$ cat src/rtl/bullet_pkg.sv
// Shared widths, FSM encoding and slot-table field helpers for the bullet scheduler.
package bullet_pkg;

    localparam int X_W = 12;
    localparam int Y_W = 11;

    typedef enum logic {
        IDLE   = 1'b0,
        UPDATE = 1'b1
    } state_t;

    // LSB of slot `slot` inside a packed table whose fields are `width` bits wide
    function automatic int field_lsb(input int slot, input int width);
        return slot * width;
    endfunction

    function automatic int idx_w(input int n);
        return (n > 1) ? $clog2(n) : 1;
    endfunction

endpackage

$ cat src/rtl/free_slot_finder.sv
// Combinational lowest-index-free-slot priority encoder over the slot valid bits.
module free_slot_finder
    import bullet_pkg::*;
#(
    parameter int NUM_SLOTS = 8,
    localparam int IDX_W = idx_w(NUM_SLOTS)
) (
    input  logic [NUM_SLOTS-1:0] slot_valid,
    output logic                 found,
    output logic [IDX_W-1:0]     index
);

    // Scan from the top so the lowest free slot is the last one written
    always_comb begin
        found = 1'b0;
        index = '0;
        for (int i = NUM_SLOTS - 1; i >= 0; i--) begin
            if (!slot_valid[i]) begin
                found = 1'b1;
                index = IDX_W'(i);
            end
        end
    end

endmodule

$ cat src/rtl/bullet_scheduler.sv
// Bullet slot pool: fire-edge spawning with frame cooldown, and a once-per-frame
// motion walk that touches one slot per cycle.
module bullet_scheduler #(
    parameter int NUM_SLOTS = 8,
    parameter int SPEED     = 8,
    parameter int COOLDOWN  = 4,
    parameter int X_OFFSET  = 28,
    parameter int X_W       = bullet_pkg::X_W,
    parameter int Y_W       = bullet_pkg::Y_W
) (
    input  logic                     clock,
    input  logic                     reset,
    input  logic                     fire,
    input  logic [X_W-1:0]           ship_x,
    input  logic [Y_W-1:0]           ship_y,
    input  logic                     calc,
    output logic [NUM_SLOTS-1:0]     slot_valid,
    output logic [NUM_SLOTS*X_W-1:0] slot_x,
    output logic [NUM_SLOTS*Y_W-1:0] slot_y,
    output logic                     busy,
    output logic                     fire_ack,
    output logic                     fire_drop
);
    import bullet_pkg::*;

    localparam int IDX_W = idx_w(NUM_SLOTS);
    localparam int CD_W  = idx_w(COOLDOWN + 1);
    localparam logic [IDX_W-1:0] LAST_IDX = IDX_W'(NUM_SLOTS - 1);

    state_t           state, state_next;
    logic [IDX_W-1:0] idx;
    logic [CD_W-1:0]  cooldown;
    logic             pending;
    logic             fire_q;
    logic             fire_rise;
    logic             do_alloc, do_drop, do_step;
    logic             free_found;
    logic [IDX_W-1:0] free_idx;
    logic [X_W-1:0]   xs [NUM_SLOTS];
    logic [Y_W-1:0]   ys [NUM_SLOTS];

    free_slot_finder #(.NUM_SLOTS(NUM_SLOTS)) finder (
        .slot_valid (slot_valid),
        .found      (free_found),
        .index      (free_idx)
    );

    assign fire_rise = fire & ~fire_q;

    for (genvar g = 0; g < NUM_SLOTS; g++) begin : g_pack
        assign slot_x[field_lsb(g, X_W) +: X_W] = xs[g];
        assign slot_y[field_lsb(g, Y_W) +: Y_W] = ys[g];
    end

    always_ff @(posedge clock) begin
        if (reset) state <= IDLE;
        else       state <= state_next;
    end

    // calc wins over a pending spawn; the spawn is retried once the walk ends
    always_comb begin
        state_next = state;
        do_alloc   = 1'b0;
        do_drop    = 1'b0;
        do_step    = 1'b0;
        case (state)
            IDLE: begin
                if (calc) begin
                    state_next = UPDATE;
                end else if (pending) begin
                    do_alloc = free_found;
                    do_drop  = ~free_found;
                end
            end
            UPDATE: begin
                do_step = 1'b1;
                if (idx == LAST_IDX) state_next = IDLE;
            end
            default: state_next = IDLE;
        endcase
    end

    // fire_q keeps tracking the button through reset so a button held across
    // reset does not fire on release
    always_ff @(posedge clock) begin
        fire_q <= fire;
        if (reset) begin
            idx        <= '0;
            cooldown   <= '0;
            pending    <= 1'b0;
            busy       <= 1'b0;
            fire_ack   <= 1'b0;
            fire_drop  <= 1'b0;
            slot_valid <= '0;
            for (int i = 0; i < NUM_SLOTS; i++) begin
                xs[i] <= '0;
                ys[i] <= '0;
            end
        end else begin
            busy      <= (state_next == UPDATE);
            fire_ack  <= do_alloc;
            fire_drop <= do_drop;
            idx       <= (state == UPDATE && idx != LAST_IDX) ? idx + 1'b1 : '0;

            if (do_alloc)
                cooldown <= CD_W'(COOLDOWN);
            else if (calc && cooldown != '0)
                cooldown <= cooldown - 1'b1;

            if (do_alloc || do_drop)
                pending <= 1'b0;
            else if (fire_rise && cooldown == '0 && !pending)
                pending <= 1'b1;

            if (do_alloc) begin
                slot_valid[free_idx] <= 1'b1;
                xs[free_idx]         <= ship_x + X_W'(X_OFFSET);
                ys[free_idx]         <= ship_y;
            end

            if (do_step && slot_valid[idx]) begin
                if (ys[idx] < Y_W'(SPEED))
                    slot_valid[idx] <= 1'b0;
                else
                    ys[idx] <= ys[idx] - Y_W'(SPEED);
            end
        end
    end

endmodule

$ cat config.mk
export PLATFORM = sky130hd
export DESIGN_NAME = bullet_scheduler
export DESIGN_NICKNAME = d
export VERILOG_FILES = /design/src/rtl/bullet_pkg.sv /design/src/rtl/free_slot_finder.sv /design/src/rtl/bullet_scheduler.sv
export SDC_FILE = /design/constraint.sdc
export NUM_CORES = 1
export LEC_CHECK = 0
export ABC_CLOCK_PERIOD_IN_PS = 9000
export BUFFER_PORTS_ARGS = -buffer_cell sky130_fd_sc_hd__buf_2
export CAP_MARGIN = 20
export CELL_PAD_IN_SITES_DETAIL_PLACEMENT = 0
export CELL_PAD_IN_SITES_GLOBAL_PLACEMENT = 2
export CORE_AREA = 4 4 158 160
export CTS_CLUSTER_SIZE = 16
export DETAILED_ROUTE_END_ITERATION = 10
export DIE_AREA = 0 0 162 164
export PLACE_DENSITY_LB_ADDON = 0.1
export SETUP_SLACK_MARGIN = 0.05
export SLEW_MARGIN = 20
export SYNTH_ARGS = -nofsm -noshare
export SYNTH_HDL_FRONTEND = slang
export SYNTH_HIERARCHICAL = 1
export SYNTH_SLANG_ARGS = --single-unit
$ cat constraint.sdc
create_clock -name clock -period 9 [get_ports clock]
set_input_delay 1.8 -clock clock [delete_from_list [all_inputs] [get_ports clock]]
set_output_delay 1.8 -clock clock [all_outputs]
set_load 0.02 [all_outputs]
# Word-level counts from Yosys, hierarchy flattened

Memory sizes are Yosys's and may differ from the RTL's. A register that Yosys moved wholly into a read port is not among the register bits.
Index checks and enable logic that the tools add are counted.

Register bits after elaboration: 19
Bits in writable memories: 184
Input port bits: 27
Output and inout bits: 195
Logic and storage cells: 105
Memories: 2

Memories:

| name | words | width | rd ports | clocked after memory_dff | wr ports | RTL line               | RTL |
|---|---|---|---|---|---|---|---|
| xs   | 8     | 12    | 8        | 0                        | 8        | bullet_scheduler.sv:39 | `logic [X_W-1:0] xs [NUM_SLOTS];` |
| ys   | 8     | 11    | 9        | 1                        | 8        | bullet_scheduler.sv:40 | `logic [Y_W-1:0] ys [NUM_SLOTS];` |

$add $sub $neg: 4
$lt $le $gt $ge: 5
Equal/unequal tests: 2
Mux-type cells: 57
Bitwise operators: 8
Reduce and logical (&&, ||, !) cells: 18

Operators by type and width:

| cell                                                                          | count |
|---|---|
| 3-bit two-way mux                                                             | 14 |
| 1-bit two-way mux                                                             | 32 |
| 8-bit two-way mux                                                             | 4 |
| 11-bit two-way mux                                                            | 2 |
| 11-bit OR reduction                                                           | 2 |
| 12-bit by 5-bit adder with 12-bit output, second input constant               | 1 |
| 12-bit two-way mux                                                            | 1 |
| 12-bit OR reduction                                                           | 1 |
| 11-bit by 4-bit less-than comparator with 1-bit output, second input constant | 1 |
| 11-bit by 4-bit subtractor with 11-bit output, second input constant          | 1 |
| 8-bit AND                                                                     | 1 |
| 3-bit by 4-bit less-than comparator with 1-bit output, second input constant  | 2 |
| 8-bit inverter                                                                | 1 |
| 8-bit bitwise OR                                                              | 1 |
| 1-bit logical AND                                                             | 7 |
| 1-bit demux with 3-bit select                                                 | 2 |
| 3-bit by 1-bit >= comparator with 1-bit output, second input constant         | 2 |
| 2-bit OR reduction                                                            | 3 |
| 1-bit inverter                                                                | 4 |
| 3-bit by 1-bit adder with 3-bit output, second input constant                 | 1 |
| 1-bit binary-select mux with 3-bit select                                     | 1 |
| 3-bit equality test, second input constant                                    | 1 |
| 3-bit zero test                                                               | 1 |
| 3-bit inequality test, second input constant                                  | 1 |
| 7 further kinds                                                               | 7 |

# Longest topological paths before layout

Gate-level depths: netlist of run 1.

Depth in word-level cells: 18
Gate-level depth with buffers: 15
Depth with buffers taken out: 10

# Hierarchy

Netlist of run 1, hierarchy kept.

By module, submodules not included:

| module           | times used | cells each | area each (sq um) | seq. area each (sq um) |
|---|---|---|---|---|
| bullet_scheduler | 1          | 683        | 8,798.4           | 5,905.7 |
| free_slot_finder | 1          | 16         | 78.8              | 0.0 |

# Worst setup path before layout of run 1

Ideal clock, no wire load.

Kind: input-to-reg
Start: input port calc
End: memory ys[6][0] (enable)
Setup time: 0.353 ns
Data arrival time: 3.188 ns
Data required time: 8.647 ns
Slack: 5.459 ns
Stages: 5
Path buffers: 0
Cell sequence: nor2_1 -> nand3_1 -> nor3_1 -> a32oi_2 -> nand2b_1

RTL lines:

| element         | RTL line               | RTL |
|---|---|---|
| start, declared | bullet_scheduler.sv:16 | `input logic calc,` |
| end, declared   | bullet_scheduler.sv:40 |  |

==> results.yml, run 1 <==
run_status:
  status: "finished, final reports clean"
cts:
  post_cts.repair.setup_buffers: 0
  cts_tree: "yes"
  cts.hold.buffers_added: 0
  clock_sinks: 203
  cts_buffers: 23
  cts_buffer_depth: 3
  clock-root-buffer: "clkbuf_16"
  clock_latency_ns: 0.52
  cts_max_level: 1
  clkTransAtPathRegs_ns: 0.06
  post_cts_resized: 0
sta:
  finalCritPeriodShare: 0.536
  fin_crit_ns: 4.82
  slew_viol_final: 0
  fmax_mhz: 207
  tns_ns: 0
  hold_viol: 0
  setup_viol: 0
  rsz0062_at_grt: "false"
  clock_skew_ns: 0.0144
  worst_pin_slew_ns: 1.03
  relSlewSlack: 0.313
drt:
  ant_nets: 0
  drtIter0Drc: 703
  routed-via-count: 6662
  viasPerCell: 5.37
  drc: 0
  first_pass_iters: 5
  wl_per_cell_um: 25.1
  routed_wl_um: 31100
hold_path:
  min_from: "pending"
  hold_path_class: "reg2reg"
finish:
  mostFrequentLayoutCell: "buf_2"
  final_cells: 1240
  drive_gt1_frac: 0.321
  finalNetCount: 940
  num_antenna_cells: 0
  final_cell_mix: "buf_2, nor2_1, edfxtp_1"
  areaGrowthSynthToFinish_pct: 22.6
  post-route-cell-area_um2: 10900
  fillers: 2206
setup_path:
  cp-end-kind: "register"
  worst-endpoint-arrival_ns: 4.97
  worst_setup_path_start_kind: "register"
  r2r_setup_slack_ns: 4.18
  r2r-start: "idx[0]"
  crit_type: "reg2reg"
  worstPathMaxFanout: 52
  startpoint: "idx[0]"
  worstPathRequired_ns: 9.14
floorplanning:
  coreArea_um2: 23400
  die_h_um: 164
  die_w_um: 162
  ios: 222
  rows: 56
  initial_utilization: 0.379
  die_area_um2: 26600
logic_synthesis:
  synthFlopType: "edfxtp_1"
  async_flop_share: 0
  avgSynthCellArea_um2: 12.7
  synth_cell_types: 64
  yosys_warnings: 6
  synth_top_cell_by_area: "edfxtp_1"
  ys_ff_latch: 203
  yosys-top-cells-area: "edfxtp_1, nor2_1, dfxtp_1"
  synth_edf_count: 184
  synth_top_area_frac: 0.622
  synth_nets: 732
  syn_inst: 699
  synth.yosys.seq_area_share: 0.665
  syn_area_um2: 8880
power_and_ir_drop:
  p_int_mw: 1.67
  leakagePower_nw: 4.35
  p_seq_frac: 0.491
  p_sw_uw: 573
  p_clk_frac: 0.404
  netSwitchingFraction: 0.256
  vdd_drop_max_v: 0.000122
  power-per-cell-area_nw_per_um2: 206
  comb_power_share: 0.104
global_routing:
  antenna_found_initial: 0
  grt_pass1_vias: 6488
  grt_pass1_wl_um: 43900
  grt_max_degree: 53
  grt_overflow_total: 0
  grt.total_usage: 0.226
placement:
  post-dp-hpwl_um: 23100
  io_buffers: 221
  place_inst: 1201
  place_area_um2: 10200
  gp_congestion: 0.904
flow_run:
  max-cap-violations: 0
## registers in the layout (all words and copies together), names as in the netlist
signal,cells
xs,96
ys,88
slot_valid,8
cooldown,3
idx,3
busy,1
fire_ack,1
fire_drop,1
fire_q,1
pending,1
## per-stage QoR
| stage | util | total power [mW] | hold slack [ns] | setup WS (ns) |
|---|---|---|---|---|
| after global placement | 0.435 | 1.35 | 0.476 | 4.45 |
| after detailed placement | 0.435 | 1.35 | 0.485 | 4.23 |
| after CTS | 0.465 | 2.26 | 0.491 | 4.23 |
| after floorplan | - | 1.25 | 0.446 | 5.46 |
| final | 0.465 | 2.24 | 0.480 | 4.18 |
| after global routing | 0.465 | 2.31 | 0.544 | 3.85 |
## routing by layer
layer / global-route usage / vias to the layer above / wire (µm)
li1: - / 2930 / -
met1: 0.318 / 3293 / 12700
met2: 0.352 / 383 / 14200
met3: 0.0582 / 56 / 3300
met4: 0.0615 / 0 / 893
met5: 0 / - / 0
## power groups by stage
stage | clock (mW) | combinational, mW | sequential [mW]
2_1_floorplan | 0 | 0.0985 | 1.15
3_3_place_gp | 0 | 0.231 | 1.12
3_5_place_dp | 0 | 0.235 | 1.12
4_1_cts | 0.920 | 0.236 | 1.10
5_1_grt | 0.957 | 0.252 | 1.10
6_report | 0.905 | 0.234 | 1.10
## cell type report
class / count / area [µm²] / share of cell area
sequential: 203 / 5910 / 0.543
multi-input combinational: 437 / 2660 / 0.244
inverter: 15 / 56.3 / 0.00517
clock buffer: 27 / 591 / 0.0542
clock inverter: 12 / 125 / 0.0115
timing repair buffer: 227 / 1150 / 0.106
tap: 319 / 399 / 0.0367
## cell families after synthesis
| group | after synthesis | share of synthesized area |
|---|---|---|
| fa+ha+maj | 6 | 0.00846 |
| mux | 40 | 0.0585 |
| simple gates | 299 | 0.148 |
| xor+xnor | 14 | 0.0138 |
| compound gates | 78 | 0.0701 |
| flops | 203 | 0.665 |
| buf+inv | 59 | 0.0358 |
## critical path, cell delays in order (launching register included)
cell and delay (ns):
dfxtp_2 0.31, buf_4 0.58, inv_1 0.51, a32o_1 0.37, nor3_2 0.28, ha_1 0.25
inv_1 0.09, nor4_4 0.34, nand4_1 0.16, o21a_1 0.22, buf_4 0.25, a32oi_2 0.58
nand2b_1 0.47
## final timing paths
check                   end  cells past startpoint
hold / removal    fire_drop                      2
setup / recovery   ys[7][7]                     12
setup reg to reg   ys[7][7]                     12
hold reg to reg   fire_drop                      2
## synth_stat cells, types with 3 or more instances
| master | number |
|---|---|
| a211oi_1 | 9 |
| a21o_1 | 7 |
| a21oi_1 | 15 |
| a31oi_1 | 7 |
| a32oi_2 | 8 |
| and2_1 | 5 |
| buf_1 | 4 |
| buf_2 | 7 |
| buf_6 | 11 |
| clkbuf_1 | 20 |
| dfxtp_1 | 19 |
| edfxtp_1 | 184 |
| ha_1 | 6 |
| inv_1 | 15 |
| mux2_2 | 6 |
| mux2i_1 | 18 |
| mux2i_2 | 8 |
| mux4_2 | 6 |
| nand2_1 | 30 |
| nand2b_1 | 17 |
| nand3_1 | 10 |
| nand4_1 | 5 |
| nor2_1 | 194 |
| nor2b_1 | 6 |
| nor3_1 | 14 |
| o21ai_0 | 4 |
| o22ai_1 | 5 |
| or2_2 | 3 |
| xnor2_1 | 6 |
| xor2_1 | 8 |
(Power assumes the default switching activity.)
==> inputs of run 2 (changes only) <==
--- a/config.mk
+++ b/config.mk
@@ -5,15 +5,15 @@
 export SDC_FILE = /design/constraint.sdc
 export NUM_CORES = 1
 export LEC_CHECK = 0
-export ABC_CLOCK_PERIOD_IN_PS = 9000
+export ABC_CLOCK_PERIOD_IN_PS = 4600
 export BUFFER_PORTS_ARGS = -buffer_cell sky130_fd_sc_hd__buf_2
 export CAP_MARGIN = 20
 export CELL_PAD_IN_SITES_DETAIL_PLACEMENT = 0
 export CELL_PAD_IN_SITES_GLOBAL_PLACEMENT = 2
-export CORE_AREA = 4 4 158 160
+export CORE_AREA = 4 4 165 167
 export CTS_CLUSTER_SIZE = 16
 export DETAILED_ROUTE_END_ITERATION = 10
-export DIE_AREA = 0 0 162 164
+export DIE_AREA = 0 0 169 171
 export PLACE_DENSITY_LB_ADDON = 0.1
 export SETUP_SLACK_MARGIN = 0.05
 export SLEW_MARGIN = 20
==> constraint.sdc (replaced) <==
create_clock -name clock -period 4.6 [get_ports clock]
set_input_delay 0.92 -clock clock [delete_from_list [all_inputs] [get_ports clock]]
set_output_delay 0.92 -clock clock [all_outputs]
set_load 0.02 [all_outputs]
==> run 2 against run 1 <==
Net effect:
- clock-buffer cell count unchanged
- final cell count increased by 3.5%
- core utilization shrank 3.4 points
- sequential cell count is the same
- clock power grew 100%
- clock skew is 0.0045 ns lower
- final area is 2.1% higher
- global-route usage down 2.7 points
- worst hold slack gained 0.010 ns
- die area up 8.8%
- maximum frequency increased by 15%
- critical path type unchanged
- highest routed layer unchanged
==> results.yml, run 2 (synthesized netlist as in run 1, its figures left out) <==
finish:
  top_regs: "xs: 96 flops, ys: 88 flops, slot_valid: 8 flops"
  num_antenna_cells: 0
  largest_register: "xs"
  final-seq-area_um2: 5910
  areaGrowthSynthToFinish_pct: 25.3
  largest_reg_flops: 96
  final_cell_mix: "buf_2, nor2_1, edfxtp_1"
  finalNetCount: 966
  mostFrequentLayoutCell: "buf_2"
  final_cells: 1283
  multiInputGateArea_um2: 2650
  fillers: 2501
  drive_gt1_frac: 0.342
power_and_ir_drop:
  leakagePower_nw: 4.50
  power-per-cell-area_nw_per_um2: 397
  vdd_drop_max_v: 0.000265
  total_power_mw: 4.41
sta:
  fmax_mhz: 238
  layout_setup_ws_ns: 0.393
  rsz0062_at_grt: "false"
  relSlewSlack: 0.283
  slew_viol_final: 0
  worst_pin_slew_ns: 1.07
  clock_skew_ns: 0.00988
  whs_ns: 0.490
  fin_crit_ns: 4.21
  finalCritPeriodShare: 0.914
  tns_ns: 0
  setup_viol: 0
  hold_viol: 0
global_routing:
  grt_pass1_wl_um: 43100
  grt_pass1_vias: 6794
  grt_overflow_total: 0
  grt_max_degree: 35
  antenna_found_initial: 0
  grt.total_usage: 0.199
hold_path:
  holdPathStages: 2
  hold_path_class: "reg2reg"
setup_path:
  worst_setup_path_start_kind: "register"
  critPathBufInv: 2
  worst-endpoint-arrival_ns: 4.47
  worst_path_max_delay_cell: "dfxtp_1"
  reg2reg_depth: 11
  cp-end-kind: "register"
  path_delay_family: "simple AND/OR/NAND/NOR gates"
  crit_path_max_incr_delay_ns: 0.67
  worstPathRequired_ns: 4.86
  path_depth: 11
  path_cells: "nor2b_1 -> a32o_1 -> nor3_2 -> ha_1 -> inv_1 -> nor4_4 -> nand4_1 -> o21a_1 -> a32oi_2 -> nand2b_1 -> buf_4"
  worstPathMaxFanout: 14
  crit_type: "reg2reg"
placement:
  gp_congestion: 0.850
  place_inst: 1243
  io_buffers: 221
  post-dp-hpwl_um: 22100
  dp_slack_ns: 0.426
cts:
  cts_buffer_depth: 3
  clock-root-buffer: "clkbuf_16"
  cts.hold.buffers_added: 0
  cts_tree: "yes"
  clock_sinks: 203
  clkTransAtPathRegs_ns: 0.06
  cts_buffers: 23
  post_cts_resized: 0
  cts_max_level: 1
  clock_latency_ns: 0.51
  post_cts.repair.setup_buffers: 0
drt:
  routed-via-count: 6597
  routed_wl_um: 29600
  drtIter0Drc: 637
  viasPerCell: 5.14
  ant_nets: 0
  drc: 0
  first_pass_iters: 5
  wl_per_cell_um: 23.1
run_status:
  status: "finished, final reports clean"
floorplanning:
  initial_utilization: 0.345
  ios: 222
  rows: 59
  die_w_um: 169
  die_h_um: 171
  coreArea_um2: 25800
  die_area_um2: 28900
flow_run:
  max-cap-violations: 0
[run 2: worst reg2reg max path, delay by kind of cell, from the launching register on]
kind	cells	cell delay, ns
AOI/OAI and AO/OA	3	1.20
adders and majority gates	1	0.25
buffers and inverters	2	0.40
DFF	1	0.67
and+or+nand+nor	5	1.43
[run 2: power breakdown]
group / switching (mW) / internal (mW)
Sequential: 0.0491 / 2.09
Clock: 0.727 / 1.08
Combinational: 0.319 / 0.141
Total: 1.10 / 3.32
[run 2: stage by stage]
stage / utilization / area, µm²
floorplan: - / 8880
global placement: 0.403 / 10400
detailed placement: 0.403 / 10400
CTS: 0.432 / 11100
global route: 0.432 / 11100
finish: 0.432 / 11100
[run 2: metal layers]
layer,global-route usage,part of all wire
met1,0.286,0.44
met2,0.311,0.46
met5,0,0
met3,0.0347,0.070
met4,0.0585,0.027
[run 2: final timing paths]
check,end,startpoint,slack [ns]
max,ys[1][2],idx[2],0.39
min reg2reg,fire_drop,pending,0.49
min,fire_drop,pending,0.49
max reg2reg,ys[1][2],idx[2],0.39
[run 2: layout make-up]
type,count,share of cell area
Inverter,15,0.00506
Clock inverter,13,0.0133
Multi-Input combinational cell,437,0.239
Clock buffer,27,0.0531
Tap cell,335,0.0377
Sequential cell,203,0.531
Timing Repair Buffer,253,0.121
==> inputs of run 3 (changes only) <==
--- a/config.mk
+++ b/config.mk
@@ -10,10 +10,11 @@
 export CAP_MARGIN = 20
 export CELL_PAD_IN_SITES_DETAIL_PLACEMENT = 0
 export CELL_PAD_IN_SITES_GLOBAL_PLACEMENT = 2
-export CORE_AREA = 4 4 165 167
+export CORE_AREA = 4 4 163 165
+export CTS_BUF_LIST = sky130_fd_sc_hd__clkbuf_8
 export CTS_CLUSTER_SIZE = 16
 export DETAILED_ROUTE_END_ITERATION = 10
-export DIE_AREA = 0 0 169 171
+export DIE_AREA = 0 0 167 169
 export PLACE_DENSITY_LB_ADDON = 0.1
 export SETUP_SLACK_MARGIN = 0.05
 export SLEW_MARGIN = 20
==> run 3 against run 2 <==
Net effect:
- total power shrank 5.8%
- maximum frequency shrank 0.31%
- global-route usage grew 0.34 points
- clock-buffer cell count grew 11
- worst hold slack lost 0.0069 ns
==> results.yml, run 3 (synthesized netlist as in run 1, its figures left out) <==
power_and_ir_drop:
  p_seq_frac: 0.514
  p_clk_frac: 0.376
  p_int_mw: 3.06
  vdd_drop_max_v: 0.000190
  comb_power_share: 0.110
  netSwitchingFraction: 0.264
  p_sw_mw: 1.10
  leakagePower_nw: 4.57
  power-per-cell-area_nw_per_um2: 375
floorplanning:
  die_h_um: 169
  rows: 58
  die_w_um: 167
  initial_utilization: 0.355
  ios: 222
  die_area_um2: 28200
  coreArea_um2: 25000
cts:
  clock-root-buffer: "clkbuf_8"
  clock_latency_ns: 0.52
  clkTransAtPathRegs_ns: 0.06
  cts_buffers: 37
  cts.hold.buffers_added: 0
  cts_tree: "yes"
  clock_sinks: 203
  cts_max_level: 2
  cts_buffer_depth: 3
  post_cts.repair.setup_buffers: 0
  post_cts_resized: 0
global_routing:
  grt_max_degree: 35
  antenna_found_initial: 0
  grt_pass1_vias: 6770
  grt.total_usage: 0.203
  grt_pass1_wl_um: 43200
  grt_overflow_total: 0
drt:
  routed-via-count: 6596
  viasPerCell: 5.04
  drtIter0Drc: 600
  wl_per_cell_um: 22.4
  drc: 0
  first_pass_iters: 5
  routed_wl_um: 29300
  ant_nets: 0
setup_path:
  crit_type: "reg2reg"
  cp-end-kind: "register"
  worstPathRequired_ns: 4.84
  worstPathMaxFanout: 21
  worst-endpoint-arrival_ns: 4.46
  worst_setup_path_start_kind: "register"
  startpoint: "idx[1]"
  r2r-start: "idx[1]"
sta:
  setup_viol: 0
  slew_viol_final: 0
  relSlewSlack: 0.385
  worst_pin_slew_ns: 0.916
  fin_crit_ns: 4.22
  fmax_mhz: 237
  rsz0062_at_grt: "false"
  whs_ns: 0.483
  hold_viol: 0
  tns_ns: 0
  finalCritPeriodShare: 0.917
  clock_skew_ns: 0.0375
placement:
  place_inst: 1243
  gp_congestion: 0.846
  post-dp-hpwl_um: 21700
  io_buffers: 221
hold_path:
  hold_path_class: "reg2reg"
  min_from: "pending"
finish:
  largest_register: "xs"
  areaGrowthSynthToFinish_pct: 24.9
  largest_reg_flops: 96
  final_cell_mix: "buf_2, nor2_1, edfxtp_1"
  top_regs: "xs: 96 flops, ys: 88 flops, slot_valid: 8 flops"
  num_antenna_cells: 0
  finalNetCount: 985
  drive_gt1_frac: 0.351
  final_cells: 1310
  mostFrequentLayoutCell: "buf_2"
  final_util: 0.443
run_status:
  status: "finished, final reports clean"
flow_run:
  max-cap-violations: 0
run 3: area by class of cell:
class / count / area (µm²)
fillers: 2393 / 13900
flip-flops and latches: 203 / 5910
multi-input cells: 437 / 2650
repair buffers: 258 / 1380
clock buffers: 38 / 523
well taps: 330 / 413
clock inverters: 29 / 150
inverters: 15 / 56.3
run 3: power groups by stage:
stage               combinational (mW)  clock (mW)  sequential, mW
finish                           0.456        1.56            2.14
CTS                              0.462        1.60            2.14
global route                     0.491        1.71            2.15
floorplan                        0.193           0            2.25
global placement                 0.457           0            2.18
detailed placement               0.460           0            2.18
run 3: worst paths after layout:
| path | to | slack (ns) | cells after the start |
|---|---|---|---|
| hold / removal | fire_drop | 0.48 | 2 |
| hold reg to reg | fire_drop | 0.48 | 2 |
| setup / recovery | ys[5][2] | 0.38 | 11 |
| setup reg to reg | ys[5][2] | 0.38 | 11 |
run 3: per-layer routing:
layer  wire length [µm]  GRT usage  vias up
met2              13700      0.325      275
li1                   -          -     3028
met4                610     0.0551        0
met1              12900      0.281     3249
met3               2080     0.0432       44
met5                  0          0        -
run 3: worst max-delay path, stage by stage (launching register included):
cell and delay, ns:
dfxtp_1 0.90, nand2b_1 0.30, o22ai_1 0.12, a311oi_1 0.46, ha_1 0.28, inv_1 0.10, nor4_4 0.35, nand4_1 0.17
o21a_1 0.38, buf_4 0.31, mux2i_2 0.50, nor2_1 0.09
run 3: through the flow:
stage	setup slack, ns	power [mW]	cell area [µm²]
3_3_place_gp	0.535	2.63	10400
2_1_floorplan	1.15	2.45	8880
3_5_place_dp	0.407	2.64	10400
4_1_cts	0.404	4.20	11100
5_1_grt	0.0941	4.34	11100
6_report	0.380	4.16	11100
